**config.mk**
```make
export PLATFORM = sky130hd
export DESIGN_NAME = uart_tx_top
export DESIGN_NICKNAME = d
export VERILOG_FILES = /design/src/rtl/uart_tx_top.sv
export SDC_FILE = /design/constraint.sdc
export NUM_CORES = 1
export LEC_CHECK = 0
export CAP_MARGIN = 20
export CORE_ASPECT_RATIO = 0.7
export CORE_MARGIN = 4
export CORE_UTILIZATION = 55
export CTS_CLUSTER_DIAMETER = 200
export CTS_CLUSTER_SIZE = 10
export DETAILED_ROUTE_END_ITERATION = 6
export GPL_ROUTABILITY_DRIVEN = 0
export HOLD_SLACK_MARGIN = 0.15
export PLACE_DENSITY = 0.73
export SKIP_CTS_REPAIR_TIMING = 1
export SYNTH_ARGS = -nofsm -noshare
export SYNTH_HDL_FRONTEND = slang
export SYNTH_SLANG_ARGS = --single-unit
```
**constraint.sdc**
```tcl
create_clock -name clk -period 3 [get_ports clk]
set_clock_uncertainty 0.2 [all_clocks]
set_input_delay 0.75 -clock clk [delete_from_list [all_inputs] [get_ports clk]]
set_output_delay 0.75 -clock clk [all_outputs]
set_load 0.05 [all_outputs]
```
**src/rtl/uart_tx_top.sv**
```systemverilog
// uart_tx_top
// Transmit side of a UART. Bytes are pushed into a small circular FIFO with a
// write strobe; a framing FSM pops one byte at a time and serialises it as
// start bit, DATA_WIDTH data bits LSB-first, an optional parity bit and one
// stop bit. Every bit is held for BAUD_DIV clocks.
//
// Ports:
//   clk        system clock, rising edge
//   reset      asynchronous reset, active low
//   wr_en      write strobe, accepted only while tx_full is low
//   d_in       byte to transmit
//   parity_en  append a parity bit to frames popped while high
//   parity_odd 1 = odd parity, 0 = even parity
//   tx         serial line, idle high, driven from a flop
//   tx_full    FIFO holds FIFO_DEPTH entries (registered)
//   tx_busy    framing FSM is not idle (registered)

module uart_tx_top #(
    parameter int DATA_WIDTH = 8,
    parameter int FIFO_DEPTH = 8,
    parameter int BAUD_DIV   = 7
) (
    input  logic                  clk,
    input  logic                  reset,
    input  logic                  wr_en,
    input  logic [DATA_WIDTH-1:0] d_in,
    input  logic                  parity_en,
    input  logic                  parity_odd,
    output logic                  tx,
    output logic                  tx_full,
    output logic                  tx_busy
);

    localparam int PTR_W  = $clog2(FIFO_DEPTH);
    localparam int CNT_W  = $clog2(FIFO_DEPTH + 1);
    localparam int BAUD_W = $clog2(BAUD_DIV);
    localparam int BIT_W  = $clog2(DATA_WIDTH);

    typedef enum logic [2:0] {
        S_IDLE,
        S_START,
        S_DATA,
        S_PARITY,
        S_STOP
    } state_t;

    state_t                  state_q;
    logic [BAUD_W-1:0]       baud_q;
    logic [BIT_W-1:0]        bit_q;
    logic [DATA_WIDTH-1:0]   shift_q;
    logic                    par_q;
    logic                    pen_q;
    logic                    tx_q;
    logic                    busy_q;

    logic [DATA_WIDTH-1:0]   mem_q [FIFO_DEPTH];
    logic [PTR_W-1:0]        wptr_q;
    logic [PTR_W-1:0]        rptr_q;
    logic [CNT_W-1:0]        count_q;
    logic [CNT_W-1:0]        count_d;
    logic                    full_q;

    logic                    push;
    logic                    pop;
    logic                    baudLast;
    logic [DATA_WIDTH-1:0]   head;

    // A write is only looked at when the registered full flag is low, so a
    // push coinciding with a pop on a full FIFO is still dropped.
    assign push     = wr_en && !full_q;
    assign pop      = (state_q == S_IDLE) && (count_q != '0);
    assign baudLast = (baud_q == BAUD_W'(BAUD_DIV - 1));
    assign head     = mem_q[rptr_q];

    always_comb begin
        count_d = count_q;
        case ({push, pop})
            2'b10:   count_d = count_q + CNT_W'(1);
            2'b01:   count_d = count_q - CNT_W'(1);
            default: count_d = count_q;
        endcase
    end

    // Storage is not reset: an entry is only ever read after it was written.
    always_ff @(posedge clk) begin
        if (push) begin
            mem_q[wptr_q] <= d_in;
        end
    end

    // Pointers wrap naturally because FIFO_DEPTH is a power of two.
    always_ff @(posedge clk or negedge reset) begin
        if (!reset) begin
            wptr_q  <= '0;
            rptr_q  <= '0;
            count_q <= '0;
            full_q  <= 1'b0;
        end else begin
            if (push) begin
                wptr_q <= wptr_q + PTR_W'(1);
            end
            if (pop) begin
                rptr_q <= rptr_q + PTR_W'(1);
            end
            count_q <= count_d;
            full_q  <= (count_d == CNT_W'(FIFO_DEPTH));
        end
    end

    // Framing FSM. tx is registered from the current state, so the line lags
    // the state by one clock; every bit still lasts exactly BAUD_DIV clocks.
    // The parity bit is computed from the whole byte at pop time because the
    // shift register is consumed while the data bits go out.
    always_ff @(posedge clk or negedge reset) begin
        if (!reset) begin
            state_q <= S_IDLE;
            baud_q  <= '0;
            bit_q   <= '0;
            shift_q <= '0;
            par_q   <= 1'b0;
            pen_q   <= 1'b0;
            tx_q    <= 1'b1;
            busy_q  <= 1'b0;
        end else begin
            case (state_q)
                S_IDLE: begin
                    tx_q   <= 1'b1;
                    baud_q <= '0;
                    if (pop) begin
                        shift_q <= head;
                        par_q   <= (^head) ^ parity_odd;
                        pen_q   <= parity_en;
                        bit_q   <= '0;
                        busy_q  <= 1'b1;
                        state_q <= S_START;
                    end
                end
                S_START: begin
                    tx_q <= 1'b0;
                    if (baudLast) begin
                        baud_q  <= '0;
                        state_q <= S_DATA;
                    end else begin
                        baud_q <= baud_q + BAUD_W'(1);
                    end
                end
                S_DATA: begin
                    tx_q <= shift_q[0];
                    if (baudLast) begin
                        baud_q  <= '0;
                        shift_q <= shift_q >> 1;
                        if (bit_q == BIT_W'(DATA_WIDTH - 1)) begin
                            state_q <= pen_q ? S_PARITY : S_STOP;
                        end else begin
                            bit_q <= bit_q + BIT_W'(1);
                        end
                    end else begin
                        baud_q <= baud_q + BAUD_W'(1);
                    end
                end
                S_PARITY: begin
                    tx_q <= par_q;
                    if (baudLast) begin
                        baud_q  <= '0;
                        state_q <= S_STOP;
                    end else begin
                        baud_q <= baud_q + BAUD_W'(1);
                    end
                end
                S_STOP: begin
                    tx_q <= 1'b1;
                    if (baudLast) begin
                        baud_q  <= '0;
                        busy_q  <= 1'b0;
                        state_q <= S_IDLE;
                    end else begin
                        baud_q <= baud_q + BAUD_W'(1);
                    end
                end
                default: begin
                    tx_q    <= 1'b1;
                    baud_q  <= '0;
                    busy_q  <= 1'b0;
                    state_q <= S_IDLE;
                end
            endcase
        end
    end

    assign tx      = tx_q;
    assign tx_full = full_q;
    assign tx_busy = busy_q;

endmodule

```
==> run_summary.xml <==
<?xml version="1.0" encoding="UTF-8"?>
<metrics>
  <group name="run_status">
    <metric name="outcome" unit="">finished, final reports clean</metric>
  </group>
  <group name="synthesis">
    <metric name="synth_edf_count" unit="">64</metric>
    <metric name="netlist_instances" unit="">277</metric>
    <metric name="yosys_register_bits" unit="">96</metric>
    <metric name="netlist_top_cells_area" unit="">sky130_fd_sc_hd__edfxtp_1 (46%), sky130_fd_sc_hd__dfrtp_1 (19%), sky130_fd_sc_hd__mux4_2 (4.8%)</metric>
    <metric name="yosysWarningCount" unit="">0</metric>
    <metric name="synthesis.area_per_instance" unit="um^2">15.1</metric>
    <metric name="syn-cell-area" unit="um^2">4190</metric>
    <metric name="synth.distinct_cells" unit="">48</metric>
    <metric name="synthDominantAreaCellType" unit="">sky130_fd_sc_hd__edfxtp_1</metric>
    <metric name="yosys-top-cells-count" unit="">sky130_fd_sc_hd__edfxtp_1 (64), sky130_fd_sc_hd__dfrtp_1 (31), sky130_fd_sc_hd__nand2_1 (27), sky130_fd_sc_hd__nor2_1 (24), sky130_fd_sc_hd__a21oi_1 (13)</metric>
    <metric name="ys_dominant_reg_cell" unit="">sky130_fd_sc_hd__edfxtp_1</metric>
    <metric name="synthMostInstantiatedCell" unit="">sky130_fd_sc_hd__edfxtp_1</metric>
    <metric name="synth_async_sr_flop_share" unit="">0.333</metric>
    <metric name="seq_area_frac_synth" unit="">0.651</metric>
    <metric name="post-synth-top-area-fraction" unit="">0.459</metric>
    <metric name="syn_nets" unit="">296</metric>
  </group>
  <group name="timing">
    <metric name="setup_viol" unit="">0</metric>
    <metric name="finalCriticalPeriod" unit="ns">2.84</metric>
    <metric name="period_utilization" unit="">0.948</metric>
    <metric name="timing_worst_slew_pin_value" unit="ns">0.936</metric>
    <metric name="unrepaired_setup_endpoints_after_global_routing" unit="">no</metric>
    <metric name="slew_headroom" unit="">0.372</metric>
    <metric name="timing.hold.ws" unit="ns">0.325</metric>
    <metric name="achievable_frequency" unit="MHz">352</metric>
    <metric name="max_slew_vio_count" unit="">0</metric>
    <metric name="hold_fails_final_rpt" unit="">0</metric>
  </group>
  <group name="routing">
    <metric name="route.antenna.remaining_nets" unit="">0</metric>
    <metric name="routed_wire_length_per_instance" unit="um">17.7</metric>
    <metric name="detailroute.via_count" unit="">2336</metric>
    <metric name="drt_drc_violations_left" unit="">0</metric>
    <metric name="wl" unit="um">7350</metric>
    <metric name="route.detailed.vias_per_inst" unit="">5.64</metric>
    <metric name="drt_pre_antenna_iters" unit="">4</metric>
    <metric name="detailedRoute.firstIterationViolations" unit="">112</metric>
  </group>
  <group name="power_and_ir_drop">
    <metric name="power.static_leakage" unit="nW">1.80</metric>
    <metric name="total_power" unit="mW">4.56</metric>
    <metric name="power-per-cell-area" unit="nW/um^2">967</metric>
    <metric name="vdd.ir_drop.worst" unit="mV">0.608</metric>
  </group>
  <group name="floorplanning">
    <metric name="floorplan.initialDensity" unit="">0.569</metric>
    <metric name="die_ar" unit="um^2">9090</metric>
    <metric name="chipHeight" unit="um">81.0</metric>
    <metric name="chipWidth" unit="um">112</metric>
    <metric name="num_rows" unit="">26</metric>
    <metric name="floorplan.core_area" unit="um^2">7350</metric>
    <metric name="pin_count" unit="">16</metric>
  </group>
  <group name="worst_setup_path">
    <metric name="r2r.worst_path.cells" unit="">5</metric>
    <metric name="worst_r2r_endpoint" unit="">par_q$_DFFE_PN0P_</metric>
    <metric name="worstPathCellList" unit="">mux4_1 &gt; mux2_2 &gt; xor3_1 &gt; xnor3_1 &gt; mux2_4</metric>
    <metric name="crit_path_capture_type" unit="">flop</metric>
    <metric name="setup.worst_path.class" unit="">reg2reg</metric>
    <metric name="critical-path-slowest-cell" unit="">sky130_fd_sc_hd__mux4_1</metric>
    <metric name="arrival" unit="ns">2.89</metric>
    <metric name="worst_path_largest_cell_delay" unit="ns">0.60</metric>
    <metric name="r2r_start" unit="">rptr_q[0]$_DFFE_PN0P_</metric>
    <metric name="crit_path_max_fanout" unit="">9</metric>
    <metric name="setup.worst_path.start_class" unit="">flop</metric>
    <metric name="worstSetupStartpoint" unit="">rptr_q[0]$_DFFE_PN0P_</metric>
    <metric name="worst-endpoint-required" unit="ns">3.04</metric>
    <metric name="reg2reg_slack" unit="ns">0.16</metric>
  </group>
  <group name="global_routing">
    <metric name="overflow" unit="">0</metric>
    <metric name="first_global_vias" unit="">2244</metric>
    <metric name="wire_length_of_the_first_global_routing_pass" unit="um">11800</metric>
    <metric name="grtUsageTotal" unit="">0.176</metric>
    <metric name="grt_max_degree" unit="">33</metric>
    <metric name="antenna_found_initial" unit="">0</metric>
  </group>
  <group name="place">
    <metric name="io_buffers" unit="">15</metric>
    <metric name="number_of_placed_cells_counting_well_taps" unit="">398</metric>
    <metric name="sum_of_net_half_perimeters_after_detailed_placement" unit="um">5130</metric>
    <metric name="post_dp_cell_area" unit="um^2">4540</metric>
  </group>
  <group name="clock_network">
    <metric name="cts.sink_count" unit="">96</metric>
    <metric name="cts-buffers-inserted" unit="">9</metric>
    <metric name="clkTransAtPathRegs" unit="ns">0.09</metric>
    <metric name="cts_max_path_buffers" unit="">2</metric>
    <metric name="clk-insertion-delay-late" unit="ns">0.35</metric>
    <metric name="htree_num_levels" unit="">3</metric>
    <metric name="cts-root-buf" unit="">sky130_fd_sc_hd__clkbuf_8</metric>
    <metric name="cts_tree" unit="">built</metric>
  </group>
  <group name="worst_hold_path">
    <metric name="hold_ep" unit="">pen_q$_DFFE_PN0P_</metric>
    <metric name="worstHoldPathType" unit="">reg2reg</metric>
    <metric name="worst_min_delay_path_startpoint" unit="">pen_q$_DFFE_PN0P_</metric>
    <metric name="whs_path_depth" unit="">2</metric>
  </group>
  <group name="layout">
    <metric name="fin_cells" unit="">414</metric>
    <metric name="nNetsFinal" unit="">330</metric>
    <metric name="antenna_cells_inserted" unit="">0</metric>
    <metric name="drive_above_1_share" unit="">0.177</metric>
    <metric name="synthesis_to_layout_area_growth" unit="%">12.8</metric>
    <metric name="final_design_area_no_fill" unit="um^2">4720</metric>
    <metric name="postLayoutCoreUtil" unit="">0.642</metric>
  </group>
  <group name="flow_run">
    <metric name="cap_viol_max_count" unit="">0</metric>
  </group>
</metrics>
-- where the power goes --
group | internal, mW | total (mW) | switching (mW) | leakage, nW
registers | 1.74 | 2.00 | 0.255 | 0.964
clock network | 0.304 | 0.732 | 0.428 | 0.0824
logic | 1.00 | 1.84 | 0.836 | 0.756
-- kinds of logic after synthesis --
| logic type | after synthesis | share of synthesized area |
|---|---|---|
| adder cells (fa/ha/maj) | 6 | 0.0179 |
| AO/OA/AOI/OAI | 38 | 0.0538 |
| AND/OR/NAND/NOR | 78 | 0.0873 |
| flip-flops | 96 | 0.651 |
| buffers and inverters | 19 | 0.0233 |
| XOR/XNOR | 10 | 0.0347 |
| multiplexers | 30 | 0.132 |
-- worst max-delay path: cells and delay by family (launching register included) --
family	cells	cell delay, ns
multiplexers	3	1.18
XOR/XNOR	2	0.77
flip-flops	1	0.59
-- per-stage QoR --
stage / worst slack, ns / setup TNS, ns
floorplan: 0.268 / 0
global placement: 0.0824 / 0
detailed placement: -0.0280 / -0.0280
CTS: 0.122 / 0
global route: 0.0101 / 0
finish: 0.157 / 0
-- state kept, by name (all words and copies together), names as in the netlist --
register  flops
mem_q        64
pen_q         1
baud_q        3
tx            1
count_q       4
wptr_q        3
state_q       3
shift_q       8
par_q         1
bit_q         3
rptr_q        3
tx_busy       1
tx_full       1
-- metal layers --
| layer | GRT usage | vias to the layer above | part of all wire |
|---|---|---|---|
| li1 | - | 1114 | - |
| met1 | 0.262 | 1159 | 0.49 |
| met3 | 0.0514 | 4 | 0.068 |
| met5 | 0 | - | 0 |
| met2 | 0.255 | 59 | 0.44 |
| met4 | 0.0468 | 0 | 0.0037 |
-- worst max-delay path by stage --
stage / end / slack, ns / cells past startpoint
2_1_floorplan: tx_full$_DFF_PN0_ / 0.27 / 12
3_3_place_gp: tx_full$_DFF_PN0_ / 0.08 / 11
3_5_place_dp: tx_full$_DFF_PN0_ / -0.03 / 11
4_1_cts: tx_full$_DFF_PN0_ / 0.12 / 11
5_1_grt: tx_full$_DFF_PN0_ / 0.01 / 11
6_report: par_q$_DFFE_PN0P_ / 0.16 / 5
-- area by class of cell --
| cell class | count | area, um^2 |
|---|---|---|
| sequential | 96 | 2730 |
| fill | 551 | 2630 |
| multi-input combinational | 162 | 1370 |
| timing repair buffer | 36 | 308 |
| clock buffer | 10 | 128 |
| tap | 98 | 123 |
| clock inverter | 6 | 46.3 |
| inverter | 6 | 22.5 |
-- cell usage in the layout (no fill, tap or decap), types with 7 or more instances in the layout --
cell                              count
sky130_fd_sc_hd__mux4_2               9
sky130_fd_sc_hd__a21oi_1             13
sky130_fd_sc_hd__buf_4               21
sky130_fd_sc_hd__mux2i_1              8
sky130_fd_sc_hd__clkdlybuf4s50_1     15
sky130_fd_sc_hd__edfxtp_1            64
sky130_fd_sc_hd__o21ai_0             12
sky130_fd_sc_hd__mux4_1               7
sky130_fd_sc_hd__clkbuf_8             9
sky130_fd_sc_hd__dfrtp_1             30
sky130_fd_sc_hd__nor2_1              24
sky130_fd_sc_hd__nand2_1             27
No activity file was read; power rests on OpenSTA's default activity.
